File: config.mk
export PLATFORM = sky130hd
export DESIGN_NAME = strela_mmio_regfile
export DESIGN_NICKNAME = d
export VERILOG_FILES = /design/src/rtl/strela_mmio_regfile.sv
export SDC_FILE = /design/constraint.sdc
export NUM_CORES = 2
export LEC_CHECK = 0
export CAP_MARGIN = 0
export CORE_ASPECT_RATIO = 0.6
export CORE_UTILIZATION = 58
export CTS_CLUSTER_DIAMETER = 80
export DETAILED_ROUTE_END_ITERATION = 12
export PLACE_DENSITY = 0.94
export SYNTH_ARGS = -nofsm -noshare
export SYNTH_HDL_FRONTEND = slang
export SYNTH_SLANG_ARGS = --single-unit
File: constraint.sdc
create_clock -name clk_i -period 7.8 [get_ports clk_i]
set_input_delay 0.78 -clock clk_i [delete_from_list [all_inputs] [get_ports clk_i]]
set_output_delay 0.78 -clock clk_i [all_outputs]
set_load 0.01 [all_outputs]
File: src/rtl/strela_mmio_regfile.sv
// strela_mmio_regfile
//   Memory-mapped control/status register file for the STRELA CGRA. It sits
//   between the host register bus and the CGRA main FSM / memory nodes.
//   Provides start/clear control pulses, W1C done status with a masked level
//   interrupt, a configuration base address, per-node IMN/OMN descriptors
//   (write-protected while busy), and four saturating performance counters
//   read coherently through LO/HI word pairs.
//
// Ports
//   clk_i, rst_i          clock, synchronous active-high reset
//   reg_valid_i ..        host bus request (valid/write/addr/wdata/wstrb)
//   reg_rdata_o ..        registered response (rdata/error/ready pulse)
//   start_o               one-cycle start pulse to main FSM
//   conf_change_o         one-cycle configuration-clear pulse
//   exec_done_i           execution-finished pulse
//   conf_done_i           configuration-finished pulse
//   state_conf_i          main FSM in configuration wait state
//   state_exec_i          main FSM in execution state
//   node_req_i/node_gnt_i memory-node bus request/grant vectors
//   irq_o                 level interrupt
//   conf_addr_o           configuration base address
//   imn_addr_o/size/stride flattened IMN descriptors (node i at slice i)
//   omn_addr_o/size       flattened OMN descriptors (node j at slice j)

module strela_mmio_regfile #(
    parameter int unsigned IN_NODES  = 4,
    parameter int unsigned OUT_NODES = 4,
    parameter int unsigned CTR_W     = 48,
    parameter int unsigned ADDR_W    = 8
) (
    input  logic                      clk_i,
    input  logic                      rst_i,
    input  logic                      reg_valid_i,
    input  logic                      reg_write_i,
    input  logic [ADDR_W-1:0]         reg_addr_i,
    input  logic [31:0]               reg_wdata_i,
    input  logic [3:0]                reg_wstrb_i,
    output logic [31:0]               reg_rdata_o,
    output logic                      reg_error_o,
    output logic                      reg_ready_o,
    output logic                      start_o,
    output logic                      conf_change_o,
    input  logic                      exec_done_i,
    input  logic                      conf_done_i,
    input  logic                      state_conf_i,
    input  logic                      state_exec_i,
    input  logic [IN_NODES+OUT_NODES-1:0] node_req_i,
    input  logic [IN_NODES+OUT_NODES-1:0] node_gnt_i,
    output logic                      irq_o,
    output logic [31:0]               conf_addr_o,
    output logic [32*IN_NODES-1:0]    imn_addr_o,
    output logic [16*IN_NODES-1:0]    imn_size_o,
    output logic [16*IN_NODES-1:0]    imn_stride_o,
    output logic [32*OUT_NODES-1:0]   omn_addr_o,
    output logic [16*OUT_NODES-1:0]   omn_size_o
);

    localparam int unsigned HI_W = CTR_W - 32;

    localparam logic [31:0] A_CTRL   = 32'h00;
    localparam logic [31:0] A_STATUS = 32'h04;
    localparam logic [31:0] A_IRQEN  = 32'h08;
    localparam logic [31:0] A_CONF   = 32'h0C;
    localparam logic [31:0] A_CTR    = 32'h10;
    localparam logic [31:0] A_NODE   = 32'h40;

    // Byte-strobe merge of a 32-bit register.
    function automatic logic [31:0] merge32(input logic [31:0] old_v,
                                            input logic [31:0] new_v,
                                            input logic [3:0]  be);
        logic [31:0] m;
        m = old_v;
        for (int unsigned b = 0; b < 4; b++) begin
            if (be[b]) m[8*b +: 8] = new_v[8*b +: 8];
        end
        return m;
    endfunction

    // ------------------------------------------------------------------
    // State
    // ------------------------------------------------------------------
    logic                   resp_q;
    logic [31:0]            rdata_q, rdata_d;
    logic                   err_q;
    logic                   start_q, conf_change_q, irq_q, irq_d;
    logic                   perf_en_q, perf_en_d;
    logic [1:0]             irq_en_q, irq_en_d;
    logic                   exec_done_q, exec_done_d;
    logic                   conf_done_q, conf_done_d;
    logic                   busy_q, busy_d;
    logic [31:0]            conf_addr_q, conf_addr_d;
    logic [31:0]            imn_addr_q  [IN_NODES];
    logic [31:0]            imn_addr_d  [IN_NODES];
    logic [31:0]            imn_param_q [IN_NODES];
    logic [31:0]            imn_param_d [IN_NODES];
    logic [31:0]            omn_addr_q  [OUT_NODES];
    logic [31:0]            omn_addr_d  [OUT_NODES];
    logic [15:0]            omn_size_q  [OUT_NODES];
    logic [15:0]            omn_size_d  [OUT_NODES];
    logic [3:0][CTR_W-1:0]  ctr_q, ctr_d;
    logic [3:0][HI_W-1:0]   shadow_q, shadow_d;

    // ------------------------------------------------------------------
    // Address decode (all targets are word aligned, so a misaligned
    // address simply matches nothing and reports an error)
    // ------------------------------------------------------------------
    logic [31:0]          addr32;
    logic                 hit_ctrl, hit_status, hit_irqen, hit_conf;
    logic [3:0]           hit_lo, hit_hi;
    logic [IN_NODES-1:0]  hit_imn_addr, hit_imn_param;
    logic [OUT_NODES-1:0] hit_omn_addr, hit_omn_size;
    logic                 prot_hit, mapped, req_err;
    logic                 accept, wr_ok, rd_ok;

    always_comb begin
        addr32     = 32'(reg_addr_i);
        hit_ctrl   = (addr32 == A_CTRL);
        hit_status = (addr32 == A_STATUS);
        hit_irqen  = (addr32 == A_IRQEN);
        hit_conf   = (addr32 == A_CONF);
        hit_lo     = '0;
        hit_hi     = '0;
        for (int unsigned k = 0; k < 4; k++) begin
            hit_lo[k] = (addr32 == A_CTR + 8*k);
            hit_hi[k] = (addr32 == A_CTR + 8*k + 4);
        end
        hit_imn_addr  = '0;
        hit_imn_param = '0;
        for (int unsigned i = 0; i < IN_NODES; i++) begin
            hit_imn_addr[i]  = (addr32 == A_NODE + 8*i);
            hit_imn_param[i] = (addr32 == A_NODE + 8*i + 4);
        end
        hit_omn_addr = '0;
        hit_omn_size = '0;
        for (int unsigned j = 0; j < OUT_NODES; j++) begin
            hit_omn_addr[j] = (addr32 == A_NODE + 8*(IN_NODES + j));
            hit_omn_size[j] = (addr32 == A_NODE + 8*(IN_NODES + j) + 4);
        end
        prot_hit = hit_conf | (|hit_imn_addr) | (|hit_imn_param)
                 | (|hit_omn_addr) | (|hit_omn_size);
        mapped   = hit_ctrl | hit_status | hit_irqen | prot_hit
                 | (|hit_lo) | (|hit_hi);
        req_err  = ~mapped | (reg_write_i & busy_q & prot_hit);
        accept   = reg_valid_i & ~resp_q;
        wr_ok    = accept & reg_write_i & ~req_err;
        rd_ok    = accept & ~reg_write_i & ~req_err;
    end

    // ------------------------------------------------------------------
    // Control actions
    // ------------------------------------------------------------------
    logic ctrl_wr, clr_param, clr_conf, perf_rst, start_go, status_w1c;

    always_comb begin
        ctrl_wr    = wr_ok & hit_ctrl & reg_wstrb_i[0];
        clr_param  = ctrl_wr & reg_wdata_i[1];
        clr_conf   = ctrl_wr & reg_wdata_i[2];
        perf_rst   = ctrl_wr & reg_wdata_i[4];
        // clr_param in the same write suppresses start; start while busy is dropped
        start_go   = ctrl_wr & reg_wdata_i[0] & ~reg_wdata_i[1] & ~busy_q;
        status_w1c = wr_ok & hit_status & reg_wstrb_i[0];

        perf_en_d = perf_en_q;
        if (ctrl_wr) perf_en_d = reg_wdata_i[3];

        irq_en_d = irq_en_q;
        if (wr_ok && hit_irqen && reg_wstrb_i[0]) irq_en_d = reg_wdata_i[1:0];

        busy_d = busy_q;
        if (exec_done_i) busy_d = 1'b0;
        if (start_go)    busy_d = 1'b1;

        // Done pulses are applied last so they win over same-cycle clears.
        exec_done_d = exec_done_q;
        if ((status_w1c && reg_wdata_i[0]) || start_go || clr_param) exec_done_d = 1'b0;
        if (exec_done_i) exec_done_d = 1'b1;

        conf_done_d = conf_done_q;
        if ((status_w1c && reg_wdata_i[1]) || clr_conf) conf_done_d = 1'b0;
        if (conf_done_i) conf_done_d = 1'b1;

        irq_d = (exec_done_q & irq_en_q[0]) | (conf_done_q & irq_en_q[1]);
    end

    // ------------------------------------------------------------------
    // Address/descriptor registers
    // ------------------------------------------------------------------
    always_comb begin
        logic [31:0] tmp;
        tmp = '0;

        conf_addr_d = conf_addr_q;
        if (clr_param)               conf_addr_d = '0;
        else if (wr_ok && hit_conf)  conf_addr_d = merge32(conf_addr_q, reg_wdata_i, reg_wstrb_i);

        for (int unsigned i = 0; i < IN_NODES; i++) begin
            imn_addr_d[i]  = imn_addr_q[i];
            imn_param_d[i] = imn_param_q[i];
            if (clr_param) begin
                imn_addr_d[i]  = '0;
                imn_param_d[i] = '0;
            end else begin
                if (wr_ok && hit_imn_addr[i])
                    imn_addr_d[i] = merge32(imn_addr_q[i], reg_wdata_i, reg_wstrb_i);
                if (wr_ok && hit_imn_param[i])
                    imn_param_d[i] = merge32(imn_param_q[i], reg_wdata_i, reg_wstrb_i);
            end
        end

        for (int unsigned j = 0; j < OUT_NODES; j++) begin
            omn_addr_d[j] = omn_addr_q[j];
            omn_size_d[j] = omn_size_q[j];
            if (clr_param) begin
                omn_addr_d[j] = '0;
                omn_size_d[j] = '0;
            end else begin
                if (wr_ok && hit_omn_addr[j])
                    omn_addr_d[j] = merge32(omn_addr_q[j], reg_wdata_i, reg_wstrb_i);
                if (wr_ok && hit_omn_size[j]) begin
                    tmp           = merge32({16'h0000, omn_size_q[j]}, reg_wdata_i, reg_wstrb_i);
                    omn_size_d[j] = tmp[15:0];
                end
            end
        end
    end

    // ------------------------------------------------------------------
    // Performance counters: 0 TOTAL, 1 CONF, 2 EXEC, 3 STALL
    // ------------------------------------------------------------------
    logic [3:0] inc;

    always_comb begin
        inc[0] = 1'b1;
        inc[1] = state_conf_i;
        inc[2] = state_exec_i;
        inc[3] = |(node_req_i & ~node_gnt_i);
        for (int unsigned k = 0; k < 4; k++) begin
            ctr_d[k]    = ctr_q[k];
            shadow_d[k] = shadow_q[k];
            if (perf_rst) begin
                ctr_d[k]    = '0;
                shadow_d[k] = '0;
            end else begin
                if (perf_en_q && inc[k] && !(&ctr_q[k]))
                    ctr_d[k] = ctr_q[k] + CTR_W'(1);
                // LO read freezes the upper bits so the later HI read pairs with it
                if (rd_ok && hit_lo[k])
                    shadow_d[k] = ctr_q[k][CTR_W-1:32];
            end
        end
    end

    // ------------------------------------------------------------------
    // Read data
    // ------------------------------------------------------------------
    always_comb begin
        logic [31:0] hi_word;
        rdata_d = '0;
        hi_word = '0;
        if (rd_ok) begin
            if (hit_ctrl)   rdata_d[3]   = perf_en_q;
            if (hit_status) rdata_d[2:0] = {busy_q, conf_done_q, exec_done_q};
            if (hit_irqen)  rdata_d[1:0] = irq_en_q;
            if (hit_conf)   rdata_d      = conf_addr_q;
            for (int unsigned k = 0; k < 4; k++) begin
                if (hit_lo[k]) rdata_d = ctr_q[k][31:0];
                if (hit_hi[k]) begin
                    hi_word             = '0;
                    hi_word[HI_W-1:0]   = shadow_q[k];
                    rdata_d             = hi_word;
                end
            end
            for (int unsigned i = 0; i < IN_NODES; i++) begin
                if (hit_imn_addr[i])  rdata_d = imn_addr_q[i];
                if (hit_imn_param[i]) rdata_d = imn_param_q[i];
            end
            for (int unsigned j = 0; j < OUT_NODES; j++) begin
                if (hit_omn_addr[j]) rdata_d = omn_addr_q[j];
                if (hit_omn_size[j]) rdata_d = {16'h0000, omn_size_q[j]};
            end
        end
    end

    // ------------------------------------------------------------------
    // Registers
    // ------------------------------------------------------------------
    always_ff @(posedge clk_i) begin
        if (rst_i) begin
            resp_q        <= 1'b0;
            rdata_q       <= '0;
            err_q         <= 1'b0;
            start_q       <= 1'b0;
            conf_change_q <= 1'b0;
            irq_q         <= 1'b0;
            perf_en_q     <= 1'b0;
            irq_en_q      <= '0;
            exec_done_q   <= 1'b0;
            conf_done_q   <= 1'b0;
            busy_q        <= 1'b0;
            conf_addr_q   <= '0;
            ctr_q         <= '0;
            shadow_q      <= '0;
            for (int unsigned i = 0; i < IN_NODES; i++) begin
                imn_addr_q[i]  <= '0;
                imn_param_q[i] <= '0;
            end
            for (int unsigned j = 0; j < OUT_NODES; j++) begin
                omn_addr_q[j] <= '0;
                omn_size_q[j] <= '0;
            end
        end else begin
            resp_q        <= accept;
            rdata_q       <= rdata_d;
            err_q         <= accept & req_err;
            start_q       <= start_go;
            conf_change_q <= clr_conf;
            irq_q         <= irq_d;
            perf_en_q     <= perf_en_d;
            irq_en_q      <= irq_en_d;
            exec_done_q   <= exec_done_d;
            conf_done_q   <= conf_done_d;
            busy_q        <= busy_d;
            conf_addr_q   <= conf_addr_d;
            ctr_q         <= ctr_d;
            shadow_q      <= shadow_d;
            for (int unsigned i = 0; i < IN_NODES; i++) begin
                imn_addr_q[i]  <= imn_addr_d[i];
                imn_param_q[i] <= imn_param_d[i];
            end
            for (int unsigned j = 0; j < OUT_NODES; j++) begin
                omn_addr_q[j] <= omn_addr_d[j];
                omn_size_q[j] <= omn_size_d[j];
            end
        end
    end

    // ------------------------------------------------------------------
    // Outputs
    // ------------------------------------------------------------------
    assign reg_ready_o   = resp_q;
    assign reg_rdata_o   = rdata_q;
    assign reg_error_o   = err_q;
    assign start_o       = start_q;
    assign conf_change_o = conf_change_q;
    assign irq_o         = irq_q;
    assign conf_addr_o   = conf_addr_q;

    always_comb begin
        imn_addr_o   = '0;
        imn_size_o   = '0;
        imn_stride_o = '0;
        for (int unsigned i = 0; i < IN_NODES; i++) begin
            imn_addr_o[32*i +: 32]   = imn_addr_q[i];
            imn_size_o[16*i +: 16]   = imn_param_q[i][15:0];
            imn_stride_o[16*i +: 16] = imn_param_q[i][31:16];
        end
        omn_addr_o = '0;
        omn_size_o = '0;
        for (int unsigned j = 0; j < OUT_NODES; j++) begin
            omn_addr_o[32*j +: 32] = omn_addr_q[j];
            omn_size_o[16*j +: 16] = omn_size_q[j];
        end
    end

endmodule

==> flow_summary_export.csv <==
group,metric,value,unit
status,outcome,"completed",
setup_path,critPathCaptureType,"flop",
clocking,cts_hold_buf,0,
synthesis,syn-num-nets,4558,
min_path,min_path_cells,2,
sta,final.min_clock_period,5.40,ns
clocking,cts_setup_buffers,0,
floorplan,die_w,320,um
grt,antenna_found_initial,6,
cells_and_area,area_growth,23.5,%
sta,fmax,185,MHz
min_path,hp-class,"flop to flop",
synthesis,synth.largest_area_cell,"dfxtp_1",
setup_path,rrSetupSlack,3.88,ns
setup_path,worst_r2r_endpoint,"ctr_q[153]",
sta,hold_viol_final,0,
place,post-place-ws,2.13,ns
synthesis,synth_top_area_frac,0.443,
cells_and_area,final_cell_count_no_fill,5720,
setup_path,crit_family,"simple AND/OR/NAND/NOR gates",
clocking,cts_buffer_depth,3,
place,dpl.hpwl,117000,um
synthesis,postSynth.asyncResetShare,0,
synthesis,synth_edf_count,0,
power_and_ir_drop,powerDensity,178,mW/mm^2
sta,finalClockSkew,0.0291,ns
clocking,cts_tree,"done",
grt,grt_usage,0.501,
synthesis,yosys.cell_count.top_type,"nand2_1",
route,wl_per_cell,28.3,um
sta,rsz0062_at_grt,"false",
sta,fin_tns_setup,0,ns
clocking,cts_made_buffers,69,
route,drc,0,
setup_path,rr_worst_depth,8,
clocking,clk_latency,0.66,ns
setup_path,worstPathArrival,5.97,ns
grt,grt_pass1_vias,35600,
grt,grt_max_degree,219,
min_path,hold_path_end,"imn_param_q[2][31]",
clocking,cts_root_buf,"clkbuf_16",
min_path,hold_start,"imn_param_q[2][31]",
synthesis,syn_area,0.0352,mm^2
grt,gr-total-overflow,0,
grt,grt_pass1_wl,232000,um
cells_and_area,drive_above_1_share,0.0474,
floorplan,std_cell_rows,69,
sta,setup-violations-final,0,
clocking,htree_levels,3,
route,dr.first_iter.drc_count,8239,
power_and_ir_drop,p_leak,13.6,nW
route,ant_nets,0,
synthesis,yosys_warnings,0,
setup_path,required,8.37,ns
route,dr_total_vias,40100,
floorplan,ios,585,
route,first_pass_iters,9,
route,dr_wl_met2,62300,um
floorplan,core,0.0596,mm^2
synthesis,ys_seq_area_frac,0.443,
setup_path,r2r_start,"ctr_q[144]",
route,vias_per_cell,7.01,
floorplan,start_util,0.591,
synthesis,synth_cells,4486,
setup_path,cp_slowest_stage_delay,1.12,ns
setup_path,path_cells,"clkdlybuf4s50_1, or4b_1, o22ai_1, a311o_1, nand4_1, nor2_1, nand2_1, a21oi_1",
place,portBuffers,584,
synthesis,syn_avg_cell_area,7.85,um^2
route,route.top_layer_used,"met5",
setup_path,cp_slowest_cell,"nand4_1",
sta,relSlewSlack,0.0689,
place,dp.cells,5592,
floorplan,die_h,193,um
route,wl_met1,57000,um
route,wl_met3,29700,um
sta,final_max_slew_viol_count,0,
cells_and_area,fin_nets,4954,
power_and_ir_drop,vdd_drop_max,0.154,mV
floorplan,die-area,0.0617,mm^2
synthesis,synth_area_leaders,"dfxtp_1 (44%), nand2_1 (10%), a21oi_1 (8.0%)",
synthesis,yosysUniqueCellTypes,83,
synthesis,yosys-top-cells-count,"nand2_1 (953), dfxtp_1 (779), a21oi_1 (561), nor2_1 (442), o21ai_0 (214)",
clocking,cts_resized,0,
route,drt_wl_total,162000,um
clocking,cts.sink_count,779,
place,gp_congestion,1.08,
clocking,clkTransAtPathRegs,0.07,ns
setup_path,start_kind,"primary input",
run,cap_violations,0,
sta,layout_worst_path_cycle_share,0.692,
setup_path,critPathKind,"primary input to flop",
setup_path,path_buf_inv,1,
synthesis,synthFlopType,"dfxtp_1",
sta,setup_ws,2.40,ns
setup_path,path_max_fanout,20,
sta,worst_pin_slew,1.39,ns
synthesis,ys_ff_latch,779,
-- cells by family (layout without fill, tap and decap cells) --
family                   Yosys count  in the layout  share of synthesized area
AO/OA/AOI/OAI                   1156           1156                      0.198
AND/OR/NAND/NOR                 1911           1911                      0.240
multiplexers                     100            100                     0.0286
XOR/XNOR                         179            179                     0.0445
buffers and inverters            357            806                     0.0446
other                              0              4                          0
flip-flops                       779            779                      0.443
adder cells (fa/ha/maj)            4              4                    0.00142
-- worst min-delay path: cells and delay by family (launching register included) --
kind	cells	cell delay [ns]
AND/OR/NAND/NOR	1	0.06
flip-flops	1	0.32
AO/OA/AOI/OAI	1	0.05
-- through the flow --
| stage | total power, W | util | hold WS [ns] | instance area (um^2) |
|---|---|---|---|---|
| after global routing | 0.00784 | 0.730 | 0.490 | 43500 |
| after detailed placement | 0.00436 | 0.693 | 0.456 | 41300 |
| after floorplan | 0.00424 | - | 0.452 | 35200 |
| after CTS | 0.00766 | 0.730 | 0.473 | 43500 |
| after global placement | 0.00436 | 0.693 | 0.452 | 41300 |
| final | 0.00772 | 0.730 | 0.472 | 43500 |
-- sequential cells by signal, summed over array words and instances (netlist names), 32 cells and up --
signal	count
omn_addr_q	128
imn_addr_q	128
shadow_q	64
ctr_q	192
reg_rdata_o	32
imn_param_q	128
omn_size_q	64
conf_addr_o	32
-- worst max-delay path by stage --
stage	startpoint	depth (start not counted)	slack [ns]	endpoint
2_1_floorplan	reg_addr_i[2]	13	4.68	ctr_q[6]
3_3_place_gp	reg_addr_i[7]	8	2.31	imn_param_q[2][9]
3_5_place_dp	reg_addr_i[7]	8	2.13	omn_addr_q[2][15]
4_1_cts	reg_addr_i[7]	8	2.80	omn_addr_q[2][15]
5_1_grt	reg_addr_i[7]	8	2.45	omn_addr_q[2][15]
6_report	reg_addr_i[7]	8	2.40	omn_addr_q[2][15]
-- where the power goes --
group          switching, W  internal [W]  total, W
clock               0.00163       0.00180   0.00343
sequential       0.00000123       0.00398   0.00398
combinational      0.000242     0.0000715  0.000314
-- metal layers --
layer  vias up  track usage
met5         -            0
met4         6        0.309
met3       933        0.203
met2      4085        0.690
met1     18500        0.650
li1      16600            -
-- cell usage in the layout, fill, tap and decap left out, types with 11 or more instances in the layout --
master	n
nand2_1	953
dfxtp_1	779
clkdlybuf4s50_1	582
a21oi_1	560
nor2_1	432
o21ai_0	213
nand3_1	151
xnor2_1	103
mux2i_1	94
xor2_1	76
nor3_1	71
nand4_1	71
a22oi_1	71
buf_4	70
clkbuf_16	69
o22ai_1	52
nor4_1	41
a221oi_1	41
and3_1	39
a222oi_1	39
o221ai_1	30
and4_1	28
inv_1	25
clkbuf_1	24
o211ai_1	22
a211oi_1	18
a221o_1	17
and2_1	16
a31oi_1	16
or4_1	15
nor2_2	15
nor2b_1	11
-- area by class of cell --
cell class	count	area, um^2
antenna	4	10.0
timing repair buffer	657	6420
clock buffer	103	1950
sequential	779	15600
fill	4530	16100
multi-input combinational	3350	18200
tap	781	977
clock inverter	21	214
inverter	25	93.8
No activity file was read; power rests on OpenSTA's default activity.
